[config.mk]
export PLATFORM = sky130hd
export DESIGN_NAME = id_issue_scoreboard
export DESIGN_NICKNAME = d
export VERILOG_FILES = /design/src/rtl/id_issue_scoreboard.sv
export SDC_FILE = /design/constraint.sdc
export NUM_CORES = 1
export LEC_CHECK = 0
export CAP_MARGIN = 15
export CELL_PAD_IN_SITES_DETAIL_PLACEMENT = 0
export CELL_PAD_IN_SITES_GLOBAL_PLACEMENT = 2
export CORE_MARGIN = 2
export CORE_UTILIZATION = 35
export DETAILED_ROUTE_END_ITERATION = 12
export HOLD_SLACK_MARGIN = 0.12
export PLACE_DENSITY_LB_ADDON = 0.15
export SYNTH_ARGS = -nofsm -noshare
export SYNTH_HDL_FRONTEND = slang
export SYNTH_SLANG_ARGS = --single-unit
[constraint.sdc]
create_clock -name clk -period 7.7 [get_ports clk]
set_input_delay 2.31 -clock clk [delete_from_list [all_inputs] [get_ports clk]]
set_output_delay 2.31 -clock clk [all_outputs]
set_load 0.005 [all_outputs]
[src/rtl/id_issue_scoreboard.sv]
`default_nettype none
// ============================================================================
// Module   : id_issue_scoreboard
// Purpose  : Decode/issue controller between fetch and EX. It holds one
//            fetched instruction, decodes it, and tracks in-flight register
//            writes in a per-GPR pending scoreboard. A held instruction is
//            issued only when none of its sources or its destination have a
//            write outstanding (RAW/WAW hazard check). Write-back clears
//            pending bits.
//
// Ports    : clk            - system clock, all state on rising edge
//            rst_n          - asynchronous active-low reset
//            if_valid       - fetch presents if_instr
//            if_instr[31:0] - [31:26]op [25:21]rs [20:16]rt [15:11]rd [15:0]imm
//            if_ready       - instruction accepted this cycle when if_valid
//            flush          - discard held instruction (branch redirect)
//            ex_valid       - issued instruction valid toward EX
//            ex_ready       - EX accepts this cycle
//            ex_rs, ex_rt   - source register address fields
//            ex_dest        - destination register address
//            ex_alu_control - 0001 R-type, 0010 addi, 0000 jump
//            ex_reg_write   - instruction writes ex_dest
//            ex_imm         - immediate (0 for R-type and jump)
//            wb_valid       - write-back completes this cycle
//            wb_addr        - register being written back
//            illegal_instr  - one-cycle pulse: unknown opcode dropped
//            stall_cycles   - saturating count of hazard-stall cycles
//
// Revision : 1.0 - initial release
// ============================================================================
module id_issue_scoreboard #(
  parameter int NUM_REGS    = 32,
  parameter int STALL_CNT_W = 16
) (
  input  logic                   clk,
  input  logic                   rst_n,
  input  logic                   if_valid,
  input  logic [31:0]            if_instr,
  output logic                   if_ready,
  input  logic                   flush,
  output logic                   ex_valid,
  input  logic                   ex_ready,
  output logic [4:0]             ex_rs,
  output logic [4:0]             ex_rt,
  output logic [4:0]             ex_dest,
  output logic [3:0]             ex_alu_control,
  output logic                   ex_reg_write,
  output logic [15:0]            ex_imm,
  input  logic                   wb_valid,
  input  logic [4:0]             wb_addr,
  output logic                   illegal_instr,
  output logic [STALL_CNT_W-1:0] stall_cycles
);

  // --------------------------------------------------------------------------
  // Constants
  // --------------------------------------------------------------------------
  localparam logic [5:0] OP_RTYPE = 6'b000000;
  localparam logic [5:0] OP_ADDI  = 6'b000001;
  localparam logic [5:0] OP_JUMP  = 6'b000010;

  localparam logic [3:0] ALU_RTYPE = 4'b0001;
  localparam logic [3:0] ALU_ADDI  = 4'b0010;
  localparam logic [3:0] ALU_JUMP  = 4'b0000;

  localparam logic [0:0] S_EMPTY = 1'b0;
  localparam logic [0:0] S_HELD  = 1'b1;

  localparam logic [STALL_CNT_W-1:0] STALL_ONE = {{(STALL_CNT_W-1){1'b0}}, 1'b1};

  // --------------------------------------------------------------------------
  // Hold register
  // --------------------------------------------------------------------------
  logic [0:0]  r_state;
  logic [4:0]  r_rs;
  logic [4:0]  r_rt;
  logic [4:0]  r_dest;
  logic [3:0]  r_alu;
  logic        r_reg_write;
  logic [15:0] r_imm;
  logic        r_use_rs;
  logic        r_use_rt;

  // --------------------------------------------------------------------------
  // Decode of the incoming instruction (used only on capture)
  // --------------------------------------------------------------------------
  logic [5:0]  w_op;
  logic        w_dec_legal;
  logic        w_dec_use_rs;
  logic        w_dec_use_rt;
  logic [4:0]  w_dec_dest;
  logic [3:0]  w_dec_alu;
  logic        w_dec_reg_write;
  logic [15:0] w_dec_imm;

  assign w_op = if_instr[31:26];

  always_comb begin
    w_dec_legal     = 1'b0;
    w_dec_use_rs    = 1'b0;
    w_dec_use_rt    = 1'b0;
    w_dec_dest      = 5'd0;
    w_dec_alu       = ALU_JUMP;
    w_dec_reg_write = 1'b0;
    w_dec_imm       = 16'd0;
    case (w_op)
      OP_RTYPE: begin
        w_dec_legal     = 1'b1;
        w_dec_use_rs    = 1'b1;
        w_dec_use_rt    = 1'b1;
        w_dec_dest      = if_instr[15:11];
        w_dec_alu       = ALU_RTYPE;
        w_dec_reg_write = 1'b1;
      end
      OP_ADDI: begin
        // For addi the rt field names the destination, not a source.
        w_dec_legal     = 1'b1;
        w_dec_use_rs    = 1'b1;
        w_dec_dest      = if_instr[20:16];
        w_dec_alu       = ALU_ADDI;
        w_dec_reg_write = 1'b1;
        w_dec_imm       = if_instr[15:0];
      end
      OP_JUMP: begin
        w_dec_legal     = 1'b1;
        w_dec_alu       = ALU_JUMP;
      end
      default: begin
        w_dec_legal     = 1'b0;
      end
    endcase
  end

  // --------------------------------------------------------------------------
  // Scoreboard: one pending bit per GPR. The vector is always 32 wide so a
  // 5-bit address can index it directly; untracked entries (r0 and anything
  // beyond NUM_REGS) read as constant zero.
  // --------------------------------------------------------------------------
  logic [31:0] w_pending;
  logic [31:0] w_set_vec;
  logic [31:0] w_clr_vec;

  logic w_held;
  logic w_hazard;
  logic w_issue;
  logic w_accept;

  assign w_held = (r_state == S_HELD);

  // Hazard looks only at the registered scoreboard, so a write-back clear
  // lifts a stall on the following cycle, never combinationally.
  assign w_hazard = (r_use_rs    && w_pending[r_rs])
                 || (r_use_rt    && w_pending[r_rt])
                 || (r_reg_write && w_pending[r_dest]);

  assign ex_valid = w_held && !w_hazard && !flush;
  assign w_issue  = ex_valid && ex_ready;

  // A new instruction may enter when the hold register is empty or is being
  // vacated by an issue this very cycle; rst_n gating keeps it low in reset.
  assign if_ready = rst_n && !flush && (!w_held || w_issue);
  assign w_accept = if_valid && if_ready;

  always_comb begin
    w_set_vec = 32'd0;
    w_clr_vec = 32'd0;
    if (w_issue && r_reg_write && (r_dest != 5'd0)) begin
      w_set_vec = 32'd1 << r_dest;
    end
    if (wb_valid && (wb_addr != 5'd0)) begin
      w_clr_vec = 32'd1 << wb_addr;
    end
  end

  for (genvar i = 0; i < 32; i++) begin : g_sb
    if ((i == 0) || (i >= NUM_REGS)) begin : g_untracked
      assign w_pending[i] = 1'b0;
    end else begin : g_tracked
      logic r_pend;
      // Set has priority so a same-cycle issue and write-back of one
      // register leaves the new write outstanding.
      always_ff @(posedge clk or negedge rst_n) begin
        if (!rst_n) begin
          r_pend <= 1'b0;
        end else if (w_set_vec[i]) begin
          r_pend <= 1'b1;
        end else if (w_clr_vec[i]) begin
          r_pend <= 1'b0;
        end
      end
      assign w_pending[i] = r_pend;
    end
  end

  // --------------------------------------------------------------------------
  // Hold-register state machine
  // --------------------------------------------------------------------------
  always_ff @(posedge clk or negedge rst_n) begin
    if (!rst_n) begin
      r_state     <= S_EMPTY;
      r_rs        <= 5'd0;
      r_rt        <= 5'd0;
      r_dest      <= 5'd0;
      r_alu       <= 4'd0;
      r_reg_write <= 1'b0;
      r_imm       <= 16'd0;
      r_use_rs    <= 1'b0;
      r_use_rt    <= 1'b0;
    end else begin
      if (flush) begin
        // Scoreboard is untouched: already-issued writes still return.
        r_state <= S_EMPTY;
      end else if (w_accept && w_dec_legal) begin
        r_state     <= S_HELD;
        r_rs        <= if_instr[25:21];
        r_rt        <= if_instr[20:16];
        r_dest      <= w_dec_dest;
        r_alu       <= w_dec_alu;
        r_reg_write <= w_dec_reg_write;
        r_imm       <= w_dec_imm;
        r_use_rs    <= w_dec_use_rs;
        r_use_rt    <= w_dec_use_rt;
      end else if (w_issue) begin
        // Covers both plain issue and issue alongside an illegal capture.
        r_state <= S_EMPTY;
      end
    end
  end

  // --------------------------------------------------------------------------
  // Illegal-opcode pulse and hazard-stall counter
  // --------------------------------------------------------------------------
  always_ff @(posedge clk or negedge rst_n) begin
    if (!rst_n) begin
      illegal_instr <= 1'b0;
    end else begin
      illegal_instr <= w_accept && !w_dec_legal;
    end
  end

  always_ff @(posedge clk or negedge rst_n) begin
    if (!rst_n) begin
      stall_cycles <= '0;
    end else if (w_held && w_hazard && !flush && !(&stall_cycles)) begin
      stall_cycles <= stall_cycles + STALL_ONE;
    end
  end

  // --------------------------------------------------------------------------
  // EX-side fields come straight from the hold register, so they are stable
  // for as long as the instruction waits for ex_ready.
  // --------------------------------------------------------------------------
  assign ex_rs          = r_rs;
  assign ex_rt          = r_rt;
  assign ex_dest        = r_dest;
  assign ex_alu_control = r_alu;
  assign ex_reg_write   = r_reg_write;
  assign ex_imm         = r_imm;

endmodule

`default_nettype wire

=== Yosys cells after proc, flatten, opt, wreduce, memory -nomap -nowiden ===
Cells that the tools add are included.

* Word-level logic and storage cells: 193
* Bits of input ports: 43
* Bits in registers: 86
* Output and inout bits: 55

* Add/subtract/negate cells: 1
* Shift-type cells: 2
* Bitwise gates (word level): 1
* $lt $le $gt $ge: 3
* Eq/ne operators: 2
* Reductions and logical operators: 64
* Multiplexer cells: 79

{| class="wikitable"
|+ Operator list
! operator !! count
|-
| two-way mux 1 bit || 71
|-
| two-way mux 32 bit || 2
|-
| << shifter 1 x 5 -> 32 bit, first input constant || 2
|-
| nonzero test 2 bit || 31
|-
| less-than comparator 5 x 6 -> 1 bit, second input constant || 3
|-
| logical AND 1 bit || 17
|-
| adder 16 x 1 -> 16 bit, second input constant || 1
|-
| two-way mux 16 bit || 1
|-
| AND reduction 16 bit || 1
|-
| binary-select mux 1 bit (select 5 bit) || 3
|-
| case mux 5 bit (2 select lines) || 1
|-
| nonzero test 5 bit || 2
|-
| equality test 6 x 1 -> 1 bit, second input constant || 1
|-
| equality test 6 x 2 -> 1 bit, second input constant || 1
|-
| logical NOT 6 bit || 1
|-
| logical NOT 1 bit || 5
|-
| case mux 2 bit (2 select lines) || 1
|-
| logical OR 1 bit || 3
|-
| nonzero test 3 bit || 1
|-
| OR reduction 3 bit || 1
|-
| AND reduction 2 bit || 1
|-
| OR reduction 2 bit || 1
|-
| NOT 1 bit || 1
|}

=== Longest topological paths before layout ===
* Depth after elaboration: 15
* Depth in mapped cells: 12
* Mapped depth without buffers: 8

=== Least setup slack after synthesis ===
No wires, ideal clock.

* Path type: input port to output port
* Start point: in flush
* End point: out if_ready
* Stages on the path: 3
* Slack: 2.435 ns
* Arrival: 2.955 ns
* Path buffers: 0
* Required time: 5.390 ns
* Path through: o21a_1 a221oi_1 and2_1

* Longest elaborated chain between the ends: 5
* Elaborated cells between the ends (all ways): 6
* Those cells by class: 6 x reduce/logical

{| class="wikitable"
|+ RTL lines
! what !! RTL line !! text
|-
| start, declared || 40 || <nowiki>input logic flush,</nowiki>
|-
| logical NOT 1 bit * || 156, 161 ||
|-
| logical AND 1 bit || 156 || <nowiki>assign ex_valid = w_held && !w_hazard && !flush;</nowiki>
|-
| logical AND 1 bit || 157 || <nowiki>assign w_issue = ex_valid && ex_ready;</nowiki>
|-
| logical OR 1 bit || 161 || <nowiki>assign if_ready = rst_n && !flush && (!w_held || w_issue);</nowiki>
|-
| logical AND 1 bit * || 161 ||
|-
| end, declared || 39 || <nowiki>output logic if_ready,</nowiki>
|}

Every way passes the cells marked *; elsewhere a longest branch is shown, timed or not.

=== Worst setup path after layout ===
Ends and elaborated chain as after synthesis.

==> results.md <==
* Fmax at 159.5 MHz
* Placed Cells at 673
* Crit. End Element: output pin
* CP Launch Type: input port
* Die Y at 119.5 µm
* Initial antenna violation count at 0
* Worst path required time at 5.39 ns
* Starting density of the core at between 30% and 40%
* Post-synth EDFFs at 0
* Period utilization at 81.43%
* Pin count of the biggest net entering global routing at 59
* Post-CTS Hold Buffers at 0
* CTS sink cnt at 84
* Post-DP HPWL at 9285 µm
* Post-synthesis register bit count at 84
* Reg2reg setup slack at 3.53 ns
* Final Total Pwr at 1118 µW
* Clk_skew at between 0.006 and 0.007 ns
* DRC viols at 0
* Lkg Pwr at 0.002456 µW
* CTS Buf Count at 9
* Least-Margin Pin Slew at 0.9895 ns
* Core Region at approximately 0.013 mm²
* Number of DRC markers in iteration 0 at 214
* H-tree lvl count at 3
* Die width at 119.5 µm
* Share of layout cells above drive strength 1 at 15.01%
* Max_cap viols at 0
* Unrepaired setup endpoints after global routing: false
* Vias per cell at 5.274
* Worst-case clock buffer depth at 2
* Outcome: completed
* Final-stage net count at 552
* PortBufs at 95
* Max Slew Vio Count at 0
* Top Ports at 98
* Min Tclk post-route at 6.270 ns
* Post-route ant nets at 0
* Syn Area/Cell at 10.90 µm²
* Area of the die at 0.01427 mm²
* First-pass GRT wire length at approximately 20000 µm
* YS warnings at 0
* Post-DP Area at 0.005694 mm²
* All-Layer GR Usage at 18.29%
* Vias in the first global route at between 3000 and 4000
* FP Rows at between 40 and 50
* Max IR drop VDD at between 0.1 and 0.15 mV
* Vias at 3634
* Area Growth Syn to Fin at 29.34%
* Drt wl/cell at 18.18 µm
* Worst-skew pair later-pin latency at 0.34 ns
* Root Driver: clkbuf_16
* DP Worst Slack at 1.424 ns
* Ys flop type: dfrtp_1
* Layout Cell Area excl Fill at 0.006035 mm²
* Finish-stage setup viols at 0
* Diode count at 0
* Crit path kind: in -> out
* Final number of hold-violating endpoints at 0
* Syn Inst Count at 428
* Clock transition at the registers of the reported paths at 0.06 ns
* Postcts setup bufs at 0
* Crit Path Max Fanout at 3
* Async SR Flop Fraction at 100.0%
* Worst EP arrival at 3.96 ns
* Routed WL at between 10000 and 15000 µm
* TNS Setup at 0 ns
* Cell Area, Synth at around 0.0047 mm²
* Hold Crit Class: reg -> reg
* Routability congestion estimate at between 0.8 and 0.9
* Pwr dens at around 190 mW/mm²
* Seq/Total Area, Yosys at 45.05%
* Post-CTS sizing at 0
* Relative slew margins at about 34%
* TritonRoute pass-1 iters at 5
* TritonCTS clock tree: done
* Final WS setup at approximately 1.4 ns
* Grt ovf at 0
* Non-filler cells, final at about 690
* Post-synth cell types at 56
## power by group
group | switching (µW) | leakage (µW) | internal, µW
combinational | 49.9 | 0.00118 | 81.6
clock | 181 | 0.000163 | 318
sequential | 25.8 | 0.00111 | 462
## cell usage in the layout, fill, tap and decap left out, types with 5 or more instances in the layout
cell type / synthesis / routed
clkdlybuf4s50_1: 0 / 94
dfrtp_1: 84 / 84
o21ai_0: 36 / 36
mux2i_1: 35 / 35
nand2_1: 34 / 34
mux2_2: 22 / 22
inv_1: 22 / 22
nor2_1: 17 / 17
nand3_1: 17 / 17
xnor2_1: 14 / 14
o21ai_2: 12 / 12
mux4_2: 10 / 10
clkbuf_16: 0 / 9
nand4_1: 8 / 8
o31ai_1: 7 / 7
mux4_1: 6 / 6
nand3b_1: 5 / 5
nor2b_1: 5 / 5
nand2b_1: 5 / 5
## registers in the layout, summed over array words and instances, names as in the netlist
name / count
r_use_rt: 1
r_use_rs: 1
ex_dest: 5
r_state: 1
ex_alu_control: 2
stall_cycles: 16
ex_rt: 5
g_sb.g_tracked.r_pend: 31
illegal_instr: 1
ex_rs: 5
ex_imm: 16
## through the flow
step,utilization [%],hold WS (ns)
2_1_floorplan,-,0.4803
3_3_place_gp,43.34,0.4820
3_5_place_dp,43.34,0.4956
4_1_cts,45.93,0.5082
5_1_grt,45.93,0.5169
6_report,45.93,0.4990
## kinds of logic after synthesis
family	synth area share [%]
AO/OA/AOI/OAI	12.63
XOR/XNOR	2.816
adder cells (fa/ha/maj)	0.2681
buffers and inverters	5.042
flip-flops	45.05
multiplexers	21.02
other	0.08037
AND/OR/NAND/NOR	13.09
## cell type report
class | count | area, µm²
Tap cell | 176 | 220.2
Clock inverter | 6 | 111.4
Fill cell | 1261 | 7103
Multi-Input combinational cell | 295 | 2333
Sequential cell | 84 | 2102
Clock buffer | 10 | 229.0
Inverter | 22 | 82.58
Timing Repair Buffer | 96 | 955.9
## path summary, 6_finish.rpt
path                       depth (start not counted)                    startpoint                                   end
setup reg to reg                                   7        ex_dest[0]$_DFFE_PN0P_                  ex_rs[3]$_DFFE_PN0P_
max in group asynchronous                          2                         rst_n  g_sb[7].g_tracked.r_pend$_DFFE_PN0P_
hold reg to reg                                    1  stall_cycles[10]$_DFFE_PN0P_          stall_cycles[10]$_DFFE_PN0P_
hold / removal                                     1  stall_cycles[10]$_DFFE_PN0P_          stall_cycles[10]$_DFFE_PN0P_
min in group asynchronous                          1                         rst_n                 ex_imm[1]$_DFFE_PN0P_
setup / recovery                                   5                         flush                              if_ready
## metal layers
metal | routed length (µm) | global-route usage [%]
met1 | 5692 | 25.44
met2 | 5807 | 28.54
met3 | 781 | 3.400
met4 | 248 | 6.618
met5 | 0 | 0
## cells in the mapped netlist (all sizes together), types with 3 or more instances
cell type   n  area share [%]
nand4       8             1.1
and2        5            0.70
mux2       22             5.3
or2         5            0.67
nand3      17             1.8
o21ai      52             6.5
nand2      34             2.7
clkbuf     14             1.2
and3        3            0.40
nor2b       5            0.67
a21oi       4            0.43
mux2i      35             7.5
nand2b      5            0.67
nor2       17             1.4
o41ai       3            0.56
buf        14             2.1
o22ai       3            0.40
or3         4            0.64
o31ai      10             1.9
inv        22             1.8
dfrtp      84              45
mux4       16             8.2
xnor2      14             2.6
nand3b      5            0.80
## worst max-delay path, cell delays in order
cell and delay [ns]:
clkdlybuf4s50_1 0.43, o21a_1 0.18, a221oi_1 0.36, and2_1 0.19
clkdlybuf4s50_1 0.50
No activity file was read; power rests on OpenSTA's default activity.
